==> src/rtl/ps2_host_tx_if.sv <==
// Command-byte handshake between a requester and the PS/2 host transmitter.
// Latency: none, this is wiring only.
// Backpressure: tx_ready gates acceptance; tx_done/tx_err report the outcome.
interface ps2_host_tx_if;
    logic [7:0] tx_data;
    logic       tx_valid;
    logic       tx_ready;
    logic       tx_done;
    logic       tx_err;

    modport master (
        output tx_data,
        output tx_valid,
        input  tx_ready,
        input  tx_done,
        input  tx_err
    );

    modport slave (
        input  tx_data,
        input  tx_valid,
        output tx_ready,
        output tx_done,
        output tx_err
    );
endinterface

==> src/rtl/ps2_host_tx.sv <==
// Host-to-device PS/2 transmitter: inhibit, request-to-send, 11-bit frame, ack check.
// Latency: pad clock fall to data enable change is 3 cycles; all outputs registered.
// Backpressure: one byte in flight; tx_valid is ignored while tx_ready is low.
module ps2_host_tx #(
    parameter int INHIBIT_CYCLES = 2500,
    parameter int TIMEOUT_CYCLES = 375000
) (
    input  logic           app_clk,
    input  logic           app_arst_n,
    ps2_host_tx_if.slave   tx_if,
    input  logic           ps2_clk_in,
    input  logic           ps2_data_in,
    output logic           ps2_clk_oe,
    output logic           ps2_data_oe
);

    // One counter serves both the inhibit hold and the device timeout.
    localparam int CNT_MAX = (INHIBIT_CYCLES > TIMEOUT_CYCLES) ? INHIBIT_CYCLES : TIMEOUT_CYCLES;
    localparam int CNT_W   = $clog2(CNT_MAX + 1);

    typedef enum logic [2:0] {
        S_IDLE,
        S_INHIBIT,
        S_REQ,
        S_SHIFT,
        S_ACK,
        S_WAIT_IDLE
    } state_t;

    state_t             state, state_d;
    logic [CNT_W-1:0]   cnt, cnt_d;
    logic [3:0]         idx, idx_d;
    logic [7:0]         data_q, data_d;
    logic               par_q, par_d;
    logic               clk_oe_q, clk_oe_d;
    logic               data_oe_q, data_oe_d;
    logic               ready_q, ready_d;
    logic               done_q, done_d;
    logic               err_q, err_d;

    logic               clk_s1, clk_s2, clk_s3;
    logic               dat_s1, dat_s2;
    logic               clk_fall;
    logic               frame_bit;
    logic               to_hit;
    logic [CNT_W-1:0]   cnt_inc;

    // Synchronize both pads; reset to the idle-high level so no false edge appears.
    always_ff @(posedge app_clk or negedge app_arst_n) begin
        if (!app_arst_n) begin
            clk_s1 <= 1'b1;
            clk_s2 <= 1'b1;
            clk_s3 <= 1'b1;
            dat_s1 <= 1'b1;
            dat_s2 <= 1'b1;
        end else begin
            clk_s1 <= ps2_clk_in;
            clk_s2 <= clk_s1;
            clk_s3 <= clk_s2;
            dat_s1 <= ps2_data_in;
            dat_s2 <= dat_s1;
        end
    end

    assign clk_fall = clk_s3 & ~clk_s2;
    assign cnt_inc  = cnt + CNT_W'(1);
    assign to_hit   = (cnt == CNT_W'(TIMEOUT_CYCLES - 1));

    // Select the frame bit for the current index: data LSB first, parity, then stop.
    always_comb begin
        frame_bit = 1'b1;
        if (idx < 4'd8) begin
            frame_bit = data_q[idx[2:0]];
        end else if (idx == 4'd8) begin
            frame_bit = par_q;
        end
    end

    // Next-state and next-output logic; outputs are registered from these values.
    always_comb begin
        state_d   = state;
        cnt_d     = cnt;
        idx_d     = idx;
        data_d    = data_q;
        par_d     = par_q;
        clk_oe_d  = clk_oe_q;
        data_oe_d = data_oe_q;
        ready_d   = 1'b0;
        done_d    = 1'b0;
        err_d     = 1'b0;

        case (state)
            S_IDLE: begin
                clk_oe_d  = 1'b0;
                data_oe_d = 1'b0;
                ready_d   = 1'b1;
                if (tx_if.tx_valid && ready_q) begin
                    data_d   = tx_if.tx_data;
                    par_d    = ~^tx_if.tx_data;
                    cnt_d    = '0;
                    state_d  = S_INHIBIT;
                    ready_d  = 1'b0;
                    clk_oe_d = 1'b1;
                end
            end

            S_INHIBIT: begin
                clk_oe_d  = 1'b1;
                data_oe_d = 1'b0;
                cnt_d     = cnt_inc;
                if (cnt == CNT_W'(INHIBIT_CYCLES - 1)) begin
                    // Start bit overlaps the last clock-low cycle by one cycle.
                    state_d   = S_REQ;
                    data_oe_d = 1'b1;
                    cnt_d     = '0;
                end
            end

            S_REQ: begin
                state_d   = S_SHIFT;
                idx_d     = '0;
                cnt_d     = '0;
                clk_oe_d  = 1'b0;
                data_oe_d = 1'b1;
            end

            S_SHIFT: begin
                if (clk_fall) begin
                    data_oe_d = ~frame_bit;
                    idx_d     = idx + 4'd1;
                    cnt_d     = '0;
                    if (idx == 4'd9) begin
                        state_d = S_ACK;
                    end
                end else if (to_hit) begin
                    clk_oe_d  = 1'b0;
                    data_oe_d = 1'b0;
                    err_d     = 1'b1;
                    state_d   = S_IDLE;
                end else begin
                    cnt_d = cnt_inc;
                end
            end

            S_ACK: begin
                if (clk_fall) begin
                    cnt_d = '0;
                    if (!dat_s2) begin
                        state_d = S_WAIT_IDLE;
                    end else begin
                        data_oe_d = 1'b0;
                        err_d     = 1'b1;
                        state_d   = S_IDLE;
                    end
                end else if (to_hit) begin
                    clk_oe_d  = 1'b0;
                    data_oe_d = 1'b0;
                    err_d     = 1'b1;
                    state_d   = S_IDLE;
                end else begin
                    cnt_d = cnt_inc;
                end
            end

            S_WAIT_IDLE: begin
                if (clk_s2 && dat_s2) begin
                    done_d  = 1'b1;
                    state_d = S_IDLE;
                end else if (clk_fall) begin
                    cnt_d = '0;
                end else if (to_hit) begin
                    clk_oe_d  = 1'b0;
                    data_oe_d = 1'b0;
                    err_d     = 1'b1;
                    state_d   = S_IDLE;
                end else begin
                    cnt_d = cnt_inc;
                end
            end

            default: begin
                state_d   = S_IDLE;
                clk_oe_d  = 1'b0;
                data_oe_d = 1'b0;
            end
        endcase
    end

    // State and registered outputs; reset releases both lines with no pulse.
    always_ff @(posedge app_clk or negedge app_arst_n) begin
        if (!app_arst_n) begin
            state     <= S_IDLE;
            cnt       <= '0;
            idx       <= '0;
            data_q    <= '0;
            par_q     <= 1'b0;
            clk_oe_q  <= 1'b0;
            data_oe_q <= 1'b0;
            ready_q   <= 1'b1;
            done_q    <= 1'b0;
            err_q     <= 1'b0;
        end else begin
            state     <= state_d;
            cnt       <= cnt_d;
            idx       <= idx_d;
            data_q    <= data_d;
            par_q     <= par_d;
            clk_oe_q  <= clk_oe_d;
            data_oe_q <= data_oe_d;
            ready_q   <= ready_d;
            done_q    <= done_d;
            err_q     <= err_d;
        end
    end

    assign tx_if.tx_ready = ready_q;
    assign tx_if.tx_done  = done_q;
    assign tx_if.tx_err   = err_q;
    assign ps2_clk_oe     = clk_oe_q;
    assign ps2_data_oe    = data_oe_q;

endmodule

==> src/flat_wrapper.sv <==
// flat-port wrapper written by rule: the top's interface ports become plain ports
module ps2_host_tx_flat 
#(
    parameter int INHIBIT_CYCLES = 2500,
    parameter int TIMEOUT_CYCLES = 375000
)
  (app_clk, app_arst_n, ps2_clk_in, ps2_data_in, ps2_clk_oe, ps2_data_oe, tx_if_tx_data, tx_if_tx_valid, tx_if_tx_ready, tx_if_tx_done, tx_if_tx_err);
  ps2_host_tx_if tx_if_i ();
  input  logic app_clk;
  input  logic app_arst_n;
  input  logic ps2_clk_in;
  input  logic ps2_data_in;
  output logic ps2_clk_oe;
  output logic ps2_data_oe;
  input wire logic [$bits(tx_if_i.tx_data)-1:0] tx_if_tx_data;
  input wire logic [$bits(tx_if_i.tx_valid)-1:0] tx_if_tx_valid;
  output wire logic [$bits(tx_if_i.tx_ready)-1:0] tx_if_tx_ready;
  output wire logic [$bits(tx_if_i.tx_done)-1:0] tx_if_tx_done;
  output wire logic [$bits(tx_if_i.tx_err)-1:0] tx_if_tx_err;
  assign tx_if_i.tx_data = tx_if_tx_data;
  assign tx_if_i.tx_valid = tx_if_tx_valid;
  assign tx_if_tx_ready = tx_if_i.tx_ready;
  assign tx_if_tx_done = tx_if_i.tx_done;
  assign tx_if_tx_err = tx_if_i.tx_err;
  ps2_host_tx #(.INHIBIT_CYCLES(INHIBIT_CYCLES), .TIMEOUT_CYCLES(TIMEOUT_CYCLES)) u_core (.app_clk(app_clk), .app_arst_n(app_arst_n), .tx_if(tx_if_i), .ps2_clk_in(ps2_clk_in), .ps2_data_in(ps2_data_in), .ps2_clk_oe(ps2_clk_oe), .ps2_data_oe(ps2_data_oe));
endmodule
==> config.mk <==
export PLATFORM = sky130hd
export DESIGN_NAME = ps2_host_tx_flat
export DESIGN_NICKNAME = d
export VERILOG_FILES = /design/src/rtl/ps2_host_tx_if.sv /design/src/rtl/ps2_host_tx.sv /design/src/flat_wrapper.sv
export SDC_FILE = /design/constraint.sdc
export NUM_CORES = 1
export LEC_CHECK = 0
export CAP_MARGIN = 20
export CORE_MARGIN = 8
export CORE_UTILIZATION = 60
export CTS_BUF_LIST = sky130_fd_sc_hd__clkbuf_4 sky130_fd_sc_hd__clkbuf_8
export CTS_CLUSTER_DIAMETER = 100
export DETAILED_ROUTE_END_ITERATION = 7
export PLACE_DENSITY_LB_ADDON = 0.08
export SYNTH_ARGS = -nofsm -noshare
export SYNTH_HDL_FRONTEND = slang
export SYNTH_SLANG_ARGS = --single-unit
export TNS_END_PERCENT = 50
==> constraint.sdc <==
create_clock -name app_clk -period 3.2 [get_ports app_clk]
set_clock_uncertainty 0.15 [all_clocks]
set_input_delay 0.64 -clock app_clk [delete_from_list [all_inputs] [get_ports app_clk]]
set_output_delay 0.64 -clock app_clk [all_outputs]
set_load 0.01 [all_outputs]
==> impl_summary.md <==
Run status
The flow ran to the end, and the final reports show no timing, DRC or antenna violations.

Place
The HPWL after detailed placement is 3.91 mm. The count of port buffers added during placement is 17. The weighted congestion at the end of routability-driven global placement is 0.911. Summing all placed instances gives a cell area of 0.00277 sq mm.

Clock network
The number of setup buffers added after CTS is 0. Counting the buffers created by CTS gives 5. The maximum clock path buffer count is 2. The clock latency at the later pin of the worst-skew pair is 0.29 ns. The clock transition at the registers of the reported paths is 0.08 ns.

TritonCTS built the clock tree. The clock sink count is 45. The quantity of hold-fixing buffers added after cts is 0. The number of resized instances in the post-cts repair step is 0. The maximum level of the CTS H-tree is 2. The buffer cell driving the clock tree root is sky130_fd_sc_hd__clkbuf_8.

Routing
The count of nets left with antenna violations once routing finished came out at 0. The number of vias per cell after detailed routing is 6.23. For this run, design rule violations remaining after detail routing come to 0. The sum of routed wire length over all layers is 5.50 mm. After detailed routing, the average wire length per cell comes to 16.0 um. For this block, the initial DRC count from the detailed router was 126. The number of vias in the routed layout is 2142. The first detailed-routing pass took 4 iterations.

STA
Setup violations remaining at the end of the flow were counted as 0. The maximum clock frequency is 383 MHz. The transition time at the pin with the least slew margin is 0.746 ns. Setup total negative slack on the finished layout was measured at 0 ns. Setup repair after global routing left no endpoint under its margin. The number of endpoints with negative hold slack in the final report is 0. The final period demand of the worst path is 2.61 ns. The worst pin sits at a relative slew slack of 49.8%. The final critical-path share of the clock period is 81.6%. The number of max-slew violations in the final report is 0.

Synthesis
After synthesis the cells add up to 0.00259 sq mm. Of all flip-flops after synthesis, the portion carrying an async set or reset was 100%. The cell type contributing the most total cell area after synthesis is sky130_fd_sc_hd__dfrtp_1.

The synthesized netlist net count is 293. The Yosys step of the flow raised 0 warnings. The share of the synthesized area in the top cell type is 37.6%. Sorting the synthesized cells by area gives the leading types as sky130_fd_sc_hd__dfrtp_1 38%, sky130_fd_sc_hd__dfstp_2 6.1%, sky130_fd_sc_hd__o21ai_0 5.8%. The number of register bits inferred by synthesis is 45. Counting flops with a built-in enable in the synthesized netlist gives 0. The gate count of the mapped netlist is 276. The top flip-flop cell by instance count after synthesis is sky130_fd_sc_hd__dfrtp_1. After synthesis, the netlist uses 49 different library cells. The mean instance size in the synthesized netlist is 9.40 sq um. After synthesis, flip-flops and latches occupy 43.7% of the total area. Counting instances in the post-synthesis netlist gives the leading cell types as 39 x sky130_fd_sc_hd__dfrtp_1, 30 x sky130_fd_sc_hd__o21ai_0, 24 x sky130_fd_sc_hd__nand2_1. Among all cell types in the netlist, the one instantiated most often is sky130_fd_sc_hd__dfrtp_1.

Die
The y dimension of the die is 81.8 um. During I/O placement, the number of pins put on the boundary was 18. The placeable core area is 0.00426 sq mm. The initial utilization of the core area, before any placement, comes to 60.9%. The die outline area is 0.00669 sq mm. The floorplan has 24 rows. The die extent in x is 81.8 um.

Final layout
The final antenna diode count is 0. After the last flow step, the layout net total stands at 308. Cells with a size suffix above 1 make up 13.4% of the layout. The layout filler cell count is 378. The area of the multi-input gates is 0.00133 sq mm. After routing the design area is 0.00288 sq mm. The synthesis-to-finish area growth is 10.8%.

The sequential cell area in the final layout is 0.00113 sq mm.

GRT
The initial antenna violation count came to 0. The overall global routing resource usage is 18.0%. The largest net degree at the start of global routing is 46. The wire length of the first global-routing pass is 9.60 mm.

The via count of the first global-routing pass is 2070. The overall overflow remaining after global route is 0.

Critical path
On the critical path, the stage with the largest delay is an instance of sky130_fd_sc_hd__dfrtp_1. The critical path is of the reg2reg type. By instance count, the cell type seen most on the critical path is sky130_fd_sc_hd__nand3_1. The signal on the critical path passes through ha_1 -> nor2b_1 -> nand3_1 -> o21ai_4 -> nand2_1 -> nand3_1 -> o32ai_1. The kind of start point of the critical path is a register.

Data on the critical path arrives at its endpoint at 2.63 ns. The kind of capture point of the worst setup path is a register. The required time of the critical path is 3.22 ns. The worst-path maximum fanout is 13.

The maximum single-stage delay on the critical path is 0.40 ns.

Hold path
The worst hold path belongs to the class in2async.

Pwr
In this run the power spent charging and discharging nets is 0.000590 W. The sequential fraction of design power is 44.7%. The internal power of the cells totals 0.00108 W.

The static leakage is 1.20 nW. The net switching fraction of the power is 35.3%. The peak ir drop on the vdd network is 0.356 mV. Of the total power, combinational logic draws 34.9%.

The share of total power dissipated in the clock network is 20.4%. The ratio of total power to cell area is 582 mW/mm^2.

Flow run
The reported max-cap violation count is 0.
area by class of cell:
class	instances	area share [%]
well taps	52	2.26
flip-flops and latches	45	39.4
inverters	13	1.70
clock inverters	3	0.609
multi-input cells	205	46.4
clock buffers	5	2.39
repair buffers	21	7.22
layout by cell type, fill, tap and decap left out, types with 3 or more instances in the layout:
cell and n:
sky130_fd_sc_hd__nand4_1 3, sky130_fd_sc_hd__buf_4 3, sky130_fd_sc_hd__a22o_1 6, sky130_fd_sc_hd__clkdlybuf4s50_1 16, sky130_fd_sc_hd__clkbuf_8 5, sky130_fd_sc_hd__ha_1 4, sky130_fd_sc_hd__or3_1 3, sky130_fd_sc_hd__a21oi_1 19
sky130_fd_sc_hd__nand2b_1 3, sky130_fd_sc_hd__nand2_1 24, sky130_fd_sc_hd__nor2b_1 5, sky130_fd_sc_hd__inv_1 12, sky130_fd_sc_hd__or4_1 7, sky130_fd_sc_hd__a21o_1 5, sky130_fd_sc_hd__mux2_2 9, sky130_fd_sc_hd__xnor2_1 7
sky130_fd_sc_hd__nor2_1 16, sky130_fd_sc_hd__o31ai_1 5, sky130_fd_sc_hd__dfrtp_1 39, sky130_fd_sc_hd__nor3_1 5, sky130_fd_sc_hd__dfstp_2 6, sky130_fd_sc_hd__nand3_1 20, sky130_fd_sc_hd__o22ai_1 3, sky130_fd_sc_hd__and3_1 5
sky130_fd_sc_hd__o21ai_0 30
sequential cells by signal, indices dropped and copies added (netlist names), 3 cells and up:
signal and flops:
u_core.data_q 8, u_core.cnt 19, u_core.idx 4, u_core.state 3
per-stage QoR:
stage	hold WS, ns	cells	power, W	setup WS [ns]	utilization (%)
after CTS	0.209	343	0.00168	0.675	67.0
after detailed placement	0.197	335	0.00133	0.545	64.9
after global placement	0.197	335	0.00132	0.607	64.9
after floorplan	0.194	276	0.00118	1.17	-
after global routing	0.144	344	0.00178	0.449	67.4
final	0.116	344	0.00167	0.589	67.4
layer usage:
metal  global-route usage [%]  routed length (um)  up-vias  part of all wire, %
li1                         -                   -     1031                    -
met1                     25.9                2660     1025                   48
met2                     26.3                2430       80                   44
met3                     3.61                 351        6                  6.4
met4                     5.96                  54        0                 0.98
met5                        0                   0        -                    0
cells by family after synthesis:
family	count (synthesis)	share of synthesized area [%]
adders and majority gates	4	1.93
DFF	45	43.7
muxes	11	5.64
xor gates and xnor gates	7	2.36
buffers and inverters	26	4.92
and+or+nand+nor	106	22.9
AOI/OAI and AO/OA	77	18.6
power by group through the flow:
stage                     combinational [W]  clock [W]  sequential, W
final                              0.000584   0.000342       0.000748
after global routing               0.000648   0.000373       0.000759
after CTS                          0.000578   0.000354       0.000746
after detailed placement           0.000577          0       0.000757
after global placement             0.000565          0       0.000753
after floorplan                    0.000452          0       0.000729
final timing paths:
| check | start | end | slack, ns | depth (start not counted) |
|---|---|---|---|---|
| setup / recovery | u_core.cnt[0] | u_core.cnt[9] | 0.59 | 7 |
| hold / removal | app_arst_n | u_core.idx[2] | 0.12 | 1 |
| setup reg to reg | u_core.cnt[0] | u_core.cnt[9] | 0.59 | 7 |
| hold reg to reg | u_core.dat_s1 | u_core.dat_s2 | 0.21 | 0 |
| max in group asynchronous | app_arst_n | u_core.clk_s1 | 2.23 | 2 |
| min in group app_clk | u_core.dat_s1 | u_core.dat_s2 | 0.21 | 0 |
critical path, delay by kind of cell, from the launching register on:
family | cells | cell delay [ns]
and+or+nand+nor | 4 | 1.22
AOI/OAI and AO/OA | 2 | 0.44
DFF | 1 | 0.40
adders and majority gates | 1 | 0.28
No activity file was read; power rests on OpenSTA's default activity.
